$ cat config.mk
export PLATFORM = sky130hd
export DESIGN_NAME = ls_unit
export DESIGN_NICKNAME = d
export VERILOG_FILES = /design/src/rtl/ls_pkg.sv /design/src/rtl/ls_lane_align.sv /design/src/rtl/ls_unit.sv
export SDC_FILE = /design/constraint.sdc
export NUM_CORES = 1
export LEC_CHECK = 0
export ABC_AREA = 1
export BUFFER_PORTS_ARGS = -buffer_cell sky130_fd_sc_hd__buf_4
export CAP_MARGIN = 20
export CORE_UTILIZATION = 25
export CTS_BUF_LIST = sky130_fd_sc_hd__clkbuf_16
export DETAILED_ROUTE_END_ITERATION = 8
export SLEW_MARGIN = 40
export SYNTH_ARGS = -nofsm -noshare
export SYNTH_HDL_FRONTEND = slang
export SYNTH_SLANG_ARGS = --single-unit
$ cat constraint.sdc
create_clock -name clock -period 4 [get_ports clock]
set_input_delay 0.4 -clock clock [delete_from_list [all_inputs] [get_ports clock]]
set_output_delay 0.4 -clock clock [all_outputs]
set_load 0.02 [all_outputs]
$ cat src/rtl/ls_pkg.sv
// Shared definitions for the load/store unit: access-size encoding, FSM states
// and the alignment helpers used when a request is accepted.
package ls_pkg;

    localparam logic [1:0] SIZE_B = 2'b00;
    localparam logic [1:0] SIZE_H = 2'b01;
    localparam logic [1:0] SIZE_W = 2'b10;
    localparam logic [1:0] SIZE_D = 2'b11;

    typedef enum logic [1:0] {
        IDLE = 2'b00,
        RD   = 2'b01,
        WR   = 2'b10,
        RESP = 2'b11
    } ls_state_e;

    // wide = 1 when the memory word is 64 bits; a dword is illegal otherwise
    function automatic logic is_misaligned(input logic [1:0] size,
                                           input logic [2:0] addr_lo,
                                           input logic       wide);
        logic mis;
        case (size)
            SIZE_B:  mis = 1'b0;
            SIZE_H:  mis = addr_lo[0];
            SIZE_W:  mis = (addr_lo[1:0] != 2'b00);
            SIZE_D:  mis = (!wide) || (addr_lo != 3'b000);
            default: mis = 1'b1;
        endcase
        return mis;
    endfunction

    function automatic logic is_full_width(input logic [1:0] size,
                                           input logic       wide);
        return wide ? (size == SIZE_D) : (size == SIZE_W);
    endfunction

endpackage

$ cat src/rtl/ls_lane_align.sv
// Combinational byte-lane logic: merges store bytes into a read word and
// extracts/extends a load field down to bit 0 (little-endian lanes).
module ls_lane_align
    import ls_pkg::*;
#(
    parameter  int DATA_W = 32,
    localparam int OFF_W  = $clog2(DATA_W / 8)
) (
    input  logic [1:0]        size_i,
    input  logic [OFF_W-1:0]  off_i,
    input  logic              signed_i,
    input  logic [DATA_W-1:0] word_i,
    input  logic [DATA_W-1:0] wdata_i,
    output logic [DATA_W-1:0] merged_o,
    output logic [DATA_W-1:0] load_o
);

    localparam int NLANES = DATA_W / 8;

    logic [7:0]        base_s;
    logic [NLANES-1:0] field_s;
    logic [NLANES-1:0] mask_s;
    logic [OFF_W+2:0]  bitoff_s;
    logic [DATA_W-1:0] shifted_s;
    logic [DATA_W-1:0] wshift_s;
    logic              sign_s;

    assign bitoff_s  = {off_i, 3'b000};
    assign shifted_s = word_i >> bitoff_s;
    assign wshift_s  = wdata_i << bitoff_s;
    assign field_s   = base_s[NLANES-1:0];
    assign mask_s    = field_s << off_i;

    // Lane pattern of the access at offset 0 and the sign bit of the field
    always_comb begin
        base_s = 8'h01;
        sign_s = 1'b0;
        case (size_i)
            SIZE_B: begin
                base_s = 8'h01;
                sign_s = signed_i & shifted_s[7];
            end
            SIZE_H: begin
                base_s = 8'h03;
                sign_s = signed_i & shifted_s[15];
            end
            SIZE_W: begin
                base_s = 8'h0F;
                sign_s = signed_i & shifted_s[31];
            end
            SIZE_D: begin
                base_s = 8'hFF;
                sign_s = signed_i & shifted_s[DATA_W-1];
            end
            default: begin
                base_s = 8'h01;
                sign_s = 1'b0;
            end
        endcase
    end

    // Per-lane select for both the store merge and the load extension
    always_comb begin
        merged_o = word_i;
        load_o   = shifted_s;
        for (int k = 0; k < NLANES; k++) begin
            merged_o[8*k +: 8] = mask_s[k]  ? wshift_s[8*k +: 8]  : word_i[8*k +: 8];
            load_o[8*k +: 8]   = field_s[k] ? shifted_s[8*k +: 8] : {8{sign_s}};
        end
    end

endmodule

$ cat src/rtl/ls_unit.sv
// Load/store unit: accepts one request at a time, performs read, write or
// read-modify-write against a word-wide memory port, returns one response.
module ls_unit
    import ls_pkg::*;
#(
    parameter int DATA_W = 32,
    parameter int ADDR_W = 32
) (
    input  logic              clock,
    input  logic              reset,
    input  logic              req_valid,
    output logic              req_ready,
    input  logic              req_store,
    input  logic [1:0]        req_size,
    input  logic              req_signed,
    input  logic [ADDR_W-1:0] req_addr,
    input  logic [DATA_W-1:0] req_wdata,
    output logic [ADDR_W-1:0] mem_addr,
    output logic              mem_rd,
    output logic              mem_wr,
    output logic [DATA_W-1:0] mem_wdata,
    input  logic [DATA_W-1:0] mem_rdata,
    input  logic              mem_ready,
    output logic              resp_valid,
    output logic [DATA_W-1:0] resp_rdata,
    output logic              resp_err
);

    localparam int   OFF_W = $clog2(DATA_W / 8);
    localparam logic WIDE  = (DATA_W == 64);

    ls_state_e         state_q, state_d;
    logic              ready_q;
    logic              store_q;
    logic              signed_q;
    logic [1:0]        size_q;
    logic [OFF_W-1:0]  off_q;
    logic [DATA_W-1:0] wdata_q;
    logic [ADDR_W-1:0] mem_addr_q;
    logic              mem_rd_q;
    logic              mem_wr_q;
    logic [DATA_W-1:0] mem_wdata_q;
    logic              resp_valid_q;
    logic [DATA_W-1:0] resp_rdata_q;
    logic              resp_err_q;

    logic              accept_s;
    logic              misalign_s;
    logic              full_s;
    logic [DATA_W-1:0] merged_s;
    logic [DATA_W-1:0] load_s;

    // ready_q is low through reset, so it alone gates the handshake
    assign accept_s   = req_valid & ready_q & (state_q == IDLE);
    assign misalign_s = is_misaligned(req_size, req_addr[2:0], WIDE);
    assign full_s     = is_full_width(req_size, WIDE);

    // Lane logic works on the latched request and the live read data
    ls_lane_align #(.DATA_W(DATA_W)) u_align (
        .size_i   (size_q),
        .off_i    (off_q),
        .signed_i (signed_q),
        .word_i   (mem_rdata),
        .wdata_i  (wdata_q),
        .merged_o (merged_s),
        .load_o   (load_s)
    );

    // Next-state decode
    always_comb begin
        state_d = state_q;
        case (state_q)
            IDLE: begin
                if (!accept_s)                 state_d = IDLE;
                else if (misalign_s)           state_d = RESP;
                else if (req_store && full_s)  state_d = WR;
                else                           state_d = RD;
            end
            RD: begin
                if (!mem_ready)    state_d = RD;
                else if (store_q)  state_d = WR;
                else               state_d = RESP;
            end
            WR: begin
                if (mem_ready) state_d = RESP;
                else           state_d = WR;
            end
            RESP:    state_d = IDLE;
            default: state_d = IDLE;
        endcase
    end

    // State, request latch and registered outputs
    always_ff @(posedge clock) begin
        if (reset) begin
            state_q      <= IDLE;
            ready_q      <= 1'b0;
            store_q      <= 1'b0;
            signed_q     <= 1'b0;
            size_q       <= 2'b00;
            off_q        <= '0;
            wdata_q      <= '0;
            mem_addr_q   <= '0;
            mem_rd_q     <= 1'b0;
            mem_wr_q     <= 1'b0;
            mem_wdata_q  <= '0;
            resp_valid_q <= 1'b0;
            resp_rdata_q <= '0;
            resp_err_q   <= 1'b0;
        end else begin
            state_q      <= state_d;
            ready_q      <= (state_d == IDLE);
            mem_rd_q     <= (state_d == RD);
            mem_wr_q     <= (state_d == WR);
            resp_valid_q <= (state_d == RESP);

            if (accept_s) begin
                store_q    <= req_store;
                signed_q   <= req_signed;
                size_q     <= req_size;
                off_q      <= req_addr[OFF_W-1:0];
                wdata_q    <= req_wdata;
                mem_addr_q <= {req_addr[ADDR_W-1:OFF_W], {OFF_W{1'b0}}};
                if (req_store && full_s) begin
                    mem_wdata_q <= req_wdata;
                end
            end else if ((state_q == RD) && mem_ready && store_q) begin
                mem_wdata_q <= merged_s;
            end

            // Response fields are only non-zero while resp_valid is high
            if ((state_d == RESP) && (state_q == IDLE)) begin
                resp_rdata_q <= '0;
                resp_err_q   <= 1'b1;
            end else if ((state_d == RESP) && (state_q == RD)) begin
                resp_rdata_q <= load_s;
                resp_err_q   <= 1'b0;
            end else begin
                resp_rdata_q <= '0;
                resp_err_q   <= 1'b0;
            end
        end
    end

    assign req_ready  = ready_q;
    assign mem_addr   = mem_addr_q;
    assign mem_rd     = mem_rd_q;
    assign mem_wr     = mem_wr_q;
    assign mem_wdata  = mem_wdata_q;
    assign resp_valid = resp_valid_q;
    assign resp_rdata = resp_rdata_q;
    assign resp_err   = resp_err_q;

endmodule

Word-level counts from Yosys, hierarchy flattened:

Index checks and enable logic that the tools add are counted.

* register bits after elaboration: 139
* latch bits: 0
* bits in writable memories: 0
* memory bits (read-only): 0
* input port bits: 104
* output and inout port bits: 101
* word-level logic and storage cells: 72
* memories: 0

* add/sub/neg operators: 0
* multiply operators: 0
* div/mod/pow operators: 0
* order comparisons: 0
* equality and inequality tests: 13
* shift operators: 3
* muxes and demuxes: 22
* bitwise gates (word level): 6
* reduce and logical (&&, ||, !) cells: 14

Operator list (count)
* 2-to-1 mux 32 bit: 3
* 2-to-1 mux 8 bit: 8
* << shifter 32 x 5 -> 32 bit: 1
* >> shifter 32 x 5 -> 32 bit: 1
* == test 2 bit (second input constant): 8
* one-hot mux 4 bit (4 select lines): 1
* == test 2 x 1 -> 1 bit (second input constant): 4
* zero test 2 bit: 4
* 2-to-1 mux 2 bit: 4
* one-hot mux 2 bit (4 select lines): 1
* AND 1 bit: 5
* logical AND 1 bit: 5
* one-hot mux 1 bit (4 select lines): 1
* nonzero test 2 bit: 2
* << shifter 4 x 2 -> 4 bit: 1
* 2-to-1 mux 1 bit: 3
* one-hot mux 1 bit (3 select lines): 1
* OR reduction 3 bit: 1
* != test 2 x 1 -> 1 bit (second input constant): 1
* AND reduction 2 bit: 1
* OR reduction 2 bit: 1
* NOT 1 bit: 1

Logic depth before layout (Yosys ltp):

Gate-level depths: netlist of the first run.

* depth after elaboration: 10
* gate-level depth with buffers: 11
* mapped depth without buffers: 10

By module:

Synthesis of the first run repeated with hierarchy kept, for this count alone.

* cell total of the unflattened synthesis: 906
* area, all modules: 6421.2 um^2

By module, submodules not included
* ls_unit: times used 1, cells each 583, area an instance 4839.6 um^2
* ls_lane_align: times used 1, cells each 323, area an instance 1581.5 um^2

Least setup slack after synthesis of the first run:

OpenSTA, ideal clock, no wires.

* path kind: register -> register
* start point: register ready_q, in the netlist req_ready
* end point: register mem_wdata_q[10], in the netlist mem_wdata[10]
* arrival time: 1448 ps
* path slack: 2478 ps
* cell stages (with the launch flop): 9
* buffers on the path: 2
* period minus slack after synthesis: 1522 ps
* cell sequence: dfxtp_1 -> nand2_1 -> inv_1 -> nand2_2 -> o21ai_1 -> buf_4 -> buf_4 -> o21ai_0 -> a31oi_1

* longest elaborated chain between the ends: 4
* elaborated cells on any way between the ends: 6

RTL lines
* start, declared: line ls_unit.sv:33 `logic ready_q;`
* start signal, assigned: line ls_unit.sv:112 `ready_q <= (state_d == IDLE);`
* AND 1 bit (*) (2 in series): line ls_unit.sv:54 `assign accept_s = req_valid & ready_q & (state_q == IDLE);`
* != test 2 x 1 -> 1 bit (no line) or nonzero test 2 bit (tied branches)
* AND reduction 2 bit (no line)
* end signal, assigned: line ls_unit.sv:125 `mem_wdata_q <= req_wdata;`
* end signal, assigned: line ls_unit.sv:128 `mem_wdata_q <= merged_s;`
* end, declared: line ls_unit.sv:42 `logic [DATA_W-1:0] mem_wdata_q;`

Every way passes the cells marked *; elsewhere a longest branch is shown, timed or not.
A chain may end at the register's enable or synchronous reset.

Worst setup path in the final report of the first run:

* start point: register off_q[0]
* end point: register mem_wdata_q[23], in the netlist mem_wdata[23]

* longest elaborated chain between the ends: 4
* elaborated cells on any way between the ends: 5

RTL lines
* start, declared: line ls_unit.sv:37 `logic [OFF_W-1:0] off_q;`
* start signal, assigned: line ls_unit.sv:121 `off_q <= req_addr[OFF_W-1:0];`
* << shifter 32 x 5 -> 32 bit or << shifter 4 x 2 -> 4 bit (tied branches): line ls_lane_align.sv:30, ls_lane_align.sv:32
* 2-to-1 mux 8 bit (*): line ls_lane_align.sv:67 `merged_o[8*k +: 8] = mask_s[k] ? wshift_s[8*k +: 8] : word_i[8*k +: 8];`
* 2-to-1 mux 32 bit (*): line ls_unit.sv:127 `end else if ((state_q == RD) && mem_ready && store_q) begin`
* 2-to-1 mux 32 bit (*): line ls_unit.sv:117 `if (accept_s) begin`

Every way passes the cells marked *; elsewhere a longest branch is shown, timed or not. The select of a mux whose other input is x is not followed.

==> results of run 1 <==
how the worst max path moves through the flow:
stage                               start                          to
detailed placement  off_q[1]$_SDFFE_PP0P_  mem_wdata[23]$_SDFFE_PP0P_
global route        off_q[0]$_SDFFE_PP0P_  mem_wdata[23]$_SDFFE_PP0P_
floorplan            req_ready$_SDFF_PP0_  mem_wdata[10]$_SDFFE_PP0P_
CTS                 off_q[1]$_SDFFE_PP0P_  mem_wdata[23]$_SDFFE_PP0P_
finish              off_q[0]$_SDFFE_PP0P_  mem_wdata[23]$_SDFFE_PP0P_
global placement                req_valid   mem_wdata[6]$_SDFFE_PP0P_
state kept, by name, summed over array words and instances (netlist names):
register / flops
mem_wdata: 32
resp_rdata: 32
wdata_q: 32
mem_addr: 30
off_q: 2
size_q: 2
state_q: 2
mem_rd: 1
mem_wr: 1
req_ready: 1
resp_err: 1
resp_valid: 1
signed_q: 1
store_q: 1
cell usage in the layout, fill, tap and decap left out:
master,n
a31oi_1,23
inv_4,1
a221oi_1,7
nor2_4,2
a22o_1,1
inv_1,76
nand2_2,3
nor2_1,136
o31ai_1,1
a21oi_1,81
bufinv_16,3
inv_2,5
o21a_1,4
nand3b_4,1
clkinvlp_4,3
nand2_1,205
buf_8,1
conb_1,2
nor2_8,1
o21ai_2,1
o21ai_1,1
buf_6,1
clkinv_4,2
dfxtp_2,1
nand3_2,2
buf_4,206
clkbuf_16,17
o211ai_1,22
nand4_1,1
clkinv_2,2
nor2_2,1
o21ai_0,108
nand3_1,16
clkinv_1,3
dfxtp_1,138
a21oi_2,1
o21ai_4,1
worst min-delay path: stages:
cell     delay [ps]
buf_4            70
o21ai_0          70
nor2_1           70
layout make-up:
class                   count  area [um2]
well taps                 324         405
fillers                  2650       15900
flip-flops and latches    139        2780
multi-input cells         621        2880
inverters                  80         303
clock buffers              17         425
clock inverters            15         159
repair buffers            208        1570
cells by family (layout without fill, tap and decap cells):
group                  count (synthesis)  after routing
and+or+nand+nor                      368            368
other                                  1              2
AOI/OAI and AO/OA                    251            251
DFF                                  139            139
buffers and inverters                138            320
layer usage:
| metal | track usage [%] | routed length [um] | up-vias | part of all wire (%) |
|---|---|---|---|---|
| li1 | - | - | 3256 | - |
| met1 | 24.4 | 10400 | 2978 | 46 |
| met2 | 27.5 | 10200 | 251 | 45 |
| met3 | 4.03 | 1600 | 17 | 7.1 |
| met4 | 4.33 | 274 | 0 | 1.2 |
| met5 | 0 | 0 | - | 0 |
power breakdown:
part / switching (mW) / internal [mW]
clock network: 0.619 / 0.967
logic: 1.02 / 0.532
registers: 0.109 / 1.54
through the flow:
| step | hold WS (ps) | setup slack, ps | instances | power (mW) |
|---|---|---|---|---|
| final | 226 | 1710 | 1404 | 4.79 |
| after global placement | 458 | 1710 | 1371 | 3.20 |
| after floorplan | 444 | 2480 | 898 | 2.70 |
| after CTS | 212 | 1710 | 1403 | 4.80 |
| after detailed placement | 461 | 1710 | 1371 | 3.21 |
| after global routing | 224 | 1570 | 1404 | 5.08 |
==> impl_metrics.yaml, run 1 <==
run_status:
  outcome: "finished, final reports clean"
layout:
  area_growth_pct: 36.7
  drive_gt1_share_pct: 23.6
  layout.nets: 1171
  insertedDiodeCount: 0
  finalCoreUtilization_pct: 35.0
  final_cell_area_mm2: 0.00853
route:
  antenna_left: 0
  first_iter_violations: 468
  route.detailed.drc: 0
  dr.pass1.iters: 6
  wl_um: 22500
  dr_total_vias: 6502
  vias_per_cell: 4.63
  wl_per_cell_um: 16.0
grt:
  grt_pass1_wl_um: 34300
  grt_max_degree: 89
  grtUsageTotal_pct: 17.6
  grt_pass1_vias: 5988
  grt_antenna_before_repair: 0
  grt_overflow: 0
timing:
  relSlewSlack_pct: 57.9
  rsz0062_at_grt: "no"
  layout_min_cycle_time_ps: 2290
  fin_crit_sh_pct: 57.2
  setup_tns_ps: 0
  final_hold_viol_count: 0
  skew_ps: 7.97
  finalMaxSlewViolations: 0
  tightest_slew_ps: 632
  setup_viol: 0
  max_clock_freq_ghz: 0.437
flow_run:
  max_cap_violations: 0
critical_path:
  setup.worst_path.start_class: "flip-flop"
  critical_path_buf_inv_count: 1
  path_cells: "buf_4 -> nand2_1 -> nand3_1 -> o21ai_2 -> o21ai_0 -> a21oi_1"
  worstReg2RegStart: "off_q[0]$_SDFFE_PP0P_"
  rrSetupSlack_ps: 1710
  cpPeakStageDelay_ps: 610
  critPathRequiredTime_ps: 4280
  crit_slowest_cell: "dfxtp_2"
  worstSetupPathDepth: 6
  crit_type: "flip-flop to flip-flop"
  timing.rr.end: "mem_wdata[23]$_SDFFE_PP0P_"
  rr_worst_depth: 6
  crit_path_end_kind: "flip-flop"
  critPathMaxFanout: 45
  critical_path.top_delay_family: "compound AO/OA/AOI/OAI gates"
  worst-endpoint-arrival_ps: 2570
die:
  start_util_pct: 25.6
  die_area_mm2: 0.0256
  rows: 57
  core_area_mm2: 0.0244
  die_h_um: 160
  fp.dieW_um: 160
  pin_count: 205
yosys:
  yosysMostFrequentCell: "nand2_1"
  syn_avg_cell_area_um2: 6.96
  synth_compound_area_share_pct: 22.3
  synthFlopType: "dfxtp_1"
  syn_area_mm2: 0.00624
  ys_seq_elements: 139
  synthArstFlopShare_pct: 0
  ys_seq_area_share_pct: 44.6
  synth_cell_types: 30
  synth_largest_area_cell: "dfxtp_1"
  synth_edf_count: 0
  synth_common_cells: "nand2_1 (205), dfxtp_1 (139), nor2_1 (136)"
  synth_top_area_share_pct: 44.6
  synth_cells: 897
  synth_area_leaders: "dfxtp_1 (45%), nand2_1 (12%), o21ai_0 (8.7%)"
  synthXorXnorAreaFrac_pct: 0
  synthMuxAreaShare_pct: 0
  ys_warn_count: 0
  synth_fa_ha_area_share_pct: 0
  yosys.area_share.simple_pct: 23.5
  synth_top_family_by_area: "simple AND/OR/NAND/NOR gates"
power_and_ir_drop:
  ir_worst_vdd_v: 0.000225
  power.density_mw_per_mm2: 561
  leakagePower_nw: 3.83
cts:
  cts_hold_buffers: 0
  cts_setup_buffers: 0
  ctsResizeCount: 0
  tritoncts: "yes"
  cts_buffer_depth: 2
  cts_buffers: 17
  cts.clk_slew.worst_paths_ps: 60
  cts.sinks: 139
  cts_htree_levels: 4
  insertion_delay_ps: 420
  ctsRootBufferMaster: "clkbuf_16"
worst_hold_path:
  hold_depth: 3
  hold_class: "input port to flip-flop"
  min_from: "req_addr[27]"
  holdPathEnd: "mem_addr[27]$_SDFFE_PP0P_"
place:
  place_hpwl_um: 16800
  routabilityCongestion: 0.924
  placed_cell_area_mm2: 0.00792
  numPortBuffers: 202
Power figures use the tool's default switching activity.
==> run 2, diff against run 1 <==
--- a/config.mk
+++ b/config.mk
@@ -5,7 +5,7 @@
 export SDC_FILE = /design/constraint.sdc
 export NUM_CORES = 1
 export LEC_CHECK = 0
-export ABC_AREA = 1
+export ABC_AREA = 0
 export BUFFER_PORTS_ARGS = -buffer_cell sky130_fd_sc_hd__buf_4
 export CAP_MARGIN = 20
 export CORE_UTILIZATION = 25
==> constraint.sdc (replaced) <==
create_clock -name clock -period 2 [get_ports clock]
set_input_delay 0.2 -clock clock [delete_from_list [all_inputs] [get_ports clock]]
set_output_delay 0.2 -clock clock [all_outputs]
set_load 0.02 [all_outputs]
==> impl_metrics.yaml, run 2 <==
worst_hold_path:
  min_from: "req_addr[16]"
  holdPathEnd: "mem_addr[16]$_SDFFE_PP0P_"
  hold_depth: 3
  hold_class: "input port to flip-flop"
timing:
  rsz0062_at_grt: "no"
  tightest_slew_ps: 693
  setup_viol: 0
  finalMaxSlewViolations: 0
  fin_crit_sh_pct: 91.8
  final_hold_viol_count: 0
  setup_tns_ps: 0
  skew_ps: 7.75
  max_clock_freq_ghz: 0.545
  relSlewSlack_pct: 53.2
  layout_min_cycle_time_ps: 1840
route:
  antenna_left: 0
  wl_um: 22900
  wl_per_cell_um: 17.8
  vias_per_cell: 4.90
  route.detailed.drc: 0
  dr_total_vias: 6286
  first_iter_violations: 433
  dr.pass1.iters: 5
cts:
  ctsRootBufferMaster: "clkbuf_16"
  cts_htree_levels: 4
  cts_buffers: 17
  cts_buffer_depth: 2
  cts.clk_slew.worst_paths_ps: 60
  tritoncts: "yes"
  cts_hold_buffers: 0
  cts.sinks: 139
  insertion_delay_ps: 430
layout:
  register_area_mm2: 0.00279
  multi_input_area_mm2: 0.00315
  layout_commonest_cell: "buf_4"
  insertedDiodeCount: 0
  n_fill_cell: 2569
  drive_gt1_share_pct: 29.4
  area_growth_pct: 39.2
  stdcell_count: 1284
  layout.nets: 1051
  mostFrequentLayoutCells: "buf_4 (228), nand2_1 (187), dfxtp_1 (137)"
die:
  die_area_mm2: 0.0257
  start_util_pct: 25.6
  rows: 57
  pin_count: 205
  core_area_mm2: 0.0245
  die_h_um: 160
  fp.dieW_um: 160
yosys:
  synth_cell_types: 50
  syn_avg_cell_area_um2: 8.19
  synth_largest_area_cell: "dfxtp_1"
  ys_warn_count: 0
  synth_cells: 764
  synth_area_leaders: "dfxtp_1 (44%), nand2_1 (11%), a21oi_1 (7.8%)"
  yosysMostFrequentCell: "nand2_1"
  synthArstFlopShare_pct: 0
  synthFlopType: "dfxtp_1"
  ys_seq_area_share_pct: 44.5
  ys_seq_elements: 139
  synth_top_area_share_pct: 44.5
  synth_edf_count: 0
  synth_common_cells: "nand2_1 (187), dfxtp_1 (139), a21oi_1 (97)"
  syn_area_mm2: 0.00625
place:
  dpl.cell_count: 1251
  place_hpwl_um: 17000
  numPortBuffers: 202
  routabilityCongestion: 0.851
critical_path:
  critical_path.top_delay_family: "flip-flops"
  rr_worst_depth: 5
  timing.rr.end: "resp_rdata[25]$_SDFF_PP0_"
  rrSetupSlack_ps: 160
  path_cells: "buf_4 -> nand4b_1 -> o221ai_1 -> nand3_2 -> a21oi_1"
  startpoint: "off_q[1]$_SDFFE_PP0P_"
  worst-endpoint-arrival_ps: 2130
  critPathMaxFanout: 19
  crit_path_end_kind: "flip-flop"
  critPathRequiredTime_ps: 2300
  crit_type: "flip-flop to flip-flop"
  worstReg2RegStart: "off_q[1]$_SDFFE_PP0P_"
  critical_path_buf_inv_count: 1
  setup.worst_path.start_class: "flip-flop"
  cpPeakStageDelay_ps: 580
  crit_slowest_cell: "dfxtp_2"
power_and_ir_drop:
  power.density_mw_per_mm2: 967
  clockPowerShare_pct: 37.9
  intPower_mw: 5.75
  switching_power_mw: 2.67
  leakagePower_nw: 3.33
  p_seq_share_pct: 37.8
  ir_worst_vdd_v: 0.000612
  comb_power_share_pct: 24.3
  swShare_pct: 31.7
run_status:
  outcome: "finished, final reports clean"
grt:
  grtUsageTotal_pct: 17.9
  grt_pass1_wl_um: 35100
  grt_pass1_vias: 6044
  grt_antenna_before_repair: 0
  grt_overflow: 0
  grt_max_degree: 80
flow_run:
  max_cap_violations: 0
==> run 2: cell types whose count changed in the layout (fill, tap and decap cells not counted), moves of 18 or more <==
cell,previous run,this run
a311oi_1,0,24
nor2_1,136,46
a211oi_1,0,22
mux2i_1,0,32
o21ai_0,108,15
buf_4,206,228
o211ai_1,22,1
inv_1,76,3
a31oi_1,23,0
nand2_1,205,187
==> run 2: power by group through the flow <==
| stage | Clock, mW | Sequential [mW] | Combinational [mW] |
|---|---|---|---|
| after floorplan | 0 | 3.31 | 1.15 |
| after global placement | 0 | 3.23 | 2.02 |
| after detailed placement | 0 | 3.24 | 2.03 |
| after CTS | 3.24 | 3.18 | 2.04 |
| after global routing | 3.37 | 3.21 | 2.23 |
| final | 3.19 | 3.18 | 2.04 |
==> run 2: worst max path at each step <==
stage / end / slack, ps / cells past startpoint
floorplan: resp_rdata[14]$_SDFF_PP0_ / 490 / 7
global placement: mem_wdata[10]$_SDFFE_PP0P_ / 140 / 5
detailed placement: mem_wdata[19]$_SDFFE_PP0P_ / 80 / 5
CTS: mem_wdata[19]$_SDFFE_PP0P_ / 60 / 5
global route: mem_wdata[7]$_SDFFE_PP0P_ / 50 / 5
finish: resp_rdata[25]$_SDFF_PP0_ / 160 / 5
==> run 2: worst min-delay path: stages <==
cell	delay [ps]
buf_4	110
nand2_1	40
a21oi_1	50
==> run 2: timing repair <==
action,4_1_cts,5_1_grt
setup endpoints to repair,0,6
setup buffers,0,1
resized for setup,0,2
==> run 2: cells by family after synthesis <==
logic type	after synthesis	share of synthesized area (%)
AOI/OAI and AO/OA	223	23.4
xor gates and xnor gates	1	0.140
buffers and inverters	72	5.74
DFF	139	44.5
muxes	40	6.56
other	1	0.0600
and+or+nand+nor	288	19.6
==> run 2: per-stage QoR <==
stage / hold WS [ps] / worst slack [ps] / utilization (%) / instance area, um2 / power (mW)
floorplan: 336 / 490 / - / 6260 / 4.45
global placement: 442 / 137 / 33.1 / 8100 / 5.25
detailed placement: 447 / 81.6 / 33.1 / 8110 / 5.26
CTS: 3.94 / 61.4 / 35.5 / 8690 / 8.46
global route: 10.7 / 53.9 / 35.6 / 8710 / 8.82
finish: 18.8 / 164 / 35.6 / 8710 / 8.42
==> run 2: area by class of cell <==
cell class / count / area share [%]
multi-input combinational: 554 / 36.2
tap: 324 / 4.66
clock inverter: 15 / 1.80
inverter: 4 / 0.172
clock buffer: 17 / 4.89
sequential: 139 / 32.0
timing repair buffer: 231 / 20.3
==> run 2: layer usage <==
layer,up-vias,GRT usage [%],routed length [um]
li1,3045,-,-
met1,2952,23.2,10200
met2,261,27.5,10200
met3,28,6.21,2080
met4,0,5.63,423
met5,-,0,0
==> run 3, diff against run 2 <==
--- a/config.mk
+++ b/config.mk
@@ -8,9 +8,12 @@
 export ABC_AREA = 0
 export BUFFER_PORTS_ARGS = -buffer_cell sky130_fd_sc_hd__buf_4
 export CAP_MARGIN = 20
+export CELL_PAD_IN_SITES_DETAIL_PLACEMENT = 1
+export CELL_PAD_IN_SITES_GLOBAL_PLACEMENT = 1
 export CORE_UTILIZATION = 25
 export CTS_BUF_LIST = sky130_fd_sc_hd__clkbuf_16
 export DETAILED_ROUTE_END_ITERATION = 8
+export PLACE_DENSITY_LB_ADDON = 0.1
 export SLEW_MARGIN = 40
 export SYNTH_ARGS = -nofsm -noshare
 export SYNTH_HDL_FRONTEND = slang
==> impl_metrics.yaml, run 3 (synthesis gave the netlist of run 2 again) <==
timing:
  layout_min_cycle_time_ps: 1840
  finalMaxSlewViolations: 0
  whs_ps: 18.3
  skew_ps: 11.4
  relSlewSlack_pct: 56.2
  max_clock_freq_ghz: 0.544
  fin_crit_sh_pct: 91.9
  fin_ws_ps: 161
  tightest_slew_ps: 653
  setup_viol: 0
  final_hold_viol_count: 0
  rsz0062_at_grt: "no"
  setup_tns_ps: 0
power_and_ir_drop:
  switching_power_mw: 2.80
  ir_worst_vdd_v: 0.000543
  power.density_mw_per_mm2: 950
  power_mw: 8.21
  intPower_mw: 5.40
  leakagePower_nw: 3.30
  p_seq_share_pct: 38.6
  comb_power_share_pct: 25.9
  swShare_pct: 34.2
  clockPowerShare_pct: 35.5
die:
  core_area_mm2: 0.0245
  die_area_mm2: 0.0257
  pin_count: 205
  start_util_pct: 25.6
  die_h_um: 160
  fp.dieW_um: 160
  rows: 57
layout:
  insertedDiodeCount: 0
  drive_gt1_share_pct: 29.4
  finalCoreUtilization_pct: 35.3
  layout.nets: 1051
  register_area_mm2: 0.00279
  multi_input_area_mm2: 0.00313
  area_growth_pct: 38.1
  final_cell_area_mm2: 0.00864
  stdcell_count: 1284
  layout_commonest_cell: "buf_4"
  n_fill_cell: 2915
  mostFrequentLayoutCells: "buf_4 (228), nand2_1 (187), dfxtp_1 (137)"
cts:
  cts.sinks: 139
  ctsRootBufferMaster: "clkbuf_16"
  cts.clk_slew.worst_paths_ps: 70
  cts_setup_buffers: 0
  ctsResizeCount: 0
  cts_buffer_depth: 2
  cts_buffers: 17
  cts_htree_levels: 4
  insertion_delay_ps: 430
  cts_hold_buffers: 0
  tritoncts: "yes"
route:
  first_iter_violations: 337
  wl_per_cell_um: 19.3
  vias_per_cell: 4.81
  dr.pass1.iters: 4
  antenna_left: 0
  dr_total_vias: 6179
  route.detailed.drc: 0
  wl_um: 24800
place:
  dpl.cell_count: 1252
  place_hpwl_um: 18200
  numPortBuffers: 202
  place_ws_ps: 177
  routabilityCongestion: 0.834
  placed_cell_area_mm2: 0.00811
critical_path:
  crit_type: "flip-flop to flip-flop"
  rrSetupSlack_ps: 160
  worst-endpoint-arrival_ps: 2190
  crit_path_end_kind: "flip-flop"
  critPathMaxFanout: 14
  setup.worst_path.start_class: "flip-flop"
  critPathRequiredTime_ps: 2350
run_status:
  outcome: "finished, final reports clean"
grt:
  grt_overflow: 0
  grt_pass1_wl_um: 38400
  grt_antenna_before_repair: 0
  grt_pass1_vias: 6407
  grt_max_degree: 104
  grtUsageTotal_pct: 19.5
worst_hold_path:
  hold_class: "input port to flip-flop"
flow_run:
  max_cap_violations: 0
## run 3: changes by cell type in the layout (fill, tap and decap cells not counted), sizes merged
cell      change
bufinv        -3
clkinv        -6
clkinvlp      +4
inv           +5
## run 3: layout make-up
type                            instances  area share (%)
Tap cell                              324            4.69
Sequential cell                       139            32.2
Inverter                                4           0.174
Clock buffer                           17            4.92
Multi-Input combinational cell        554            36.3
Timing Repair Buffer                  231            20.5
Clock inverter                         15            1.20
## run 3: final timing paths
kind                                                start                   endpoint  cells after the start
worst max-delay path                state_q[1]$_SDFF_PP0_  mem_wdata[6]$_SDFFE_PP0P_                      5
worst min-delay path                         req_addr[12]  mem_addr[12]$_SDFFE_PP0P_                      3
worst max register to register      state_q[1]$_SDFF_PP0_  mem_wdata[6]$_SDFFE_PP0P_                      5
worst min register to register  mem_addr[28]$_SDFFE_PP0P_  mem_addr[28]$_SDFFE_PP0P_                      2
## run 3: critical path, cell delays in order, from the launching register on
cell      delay, ps
dfxtp_1         470
and4bb_2        330
a21boi_2        560
buf_4           230
nand2_1          50
a21oi_1         120
## run 3: per-layer routing
layer	wire [um]	part of all wire (%)	track usage [%]	vias to the layer above
met1	11500	46	25.8	2911
met2	10900	44	29.8	195
met5	0	0	0	-
met3	2050	8.3	7.27	18
li1	-	-	-	3055
met4	340	1.4	4.85	0
## run 3: power groups by stage
stage / Sequential, mW / Clock (mW) / Combinational [mW]
after floorplan: 3.31 / 0 / 1.15
after global placement: 3.23 / 0 / 2.15
after detailed placement: 3.23 / 0 / 2.14
after CTS: 3.17 / 3.00 / 2.15
after global routing: 3.20 / 3.11 / 2.33
final: 3.17 / 2.91 / 2.12
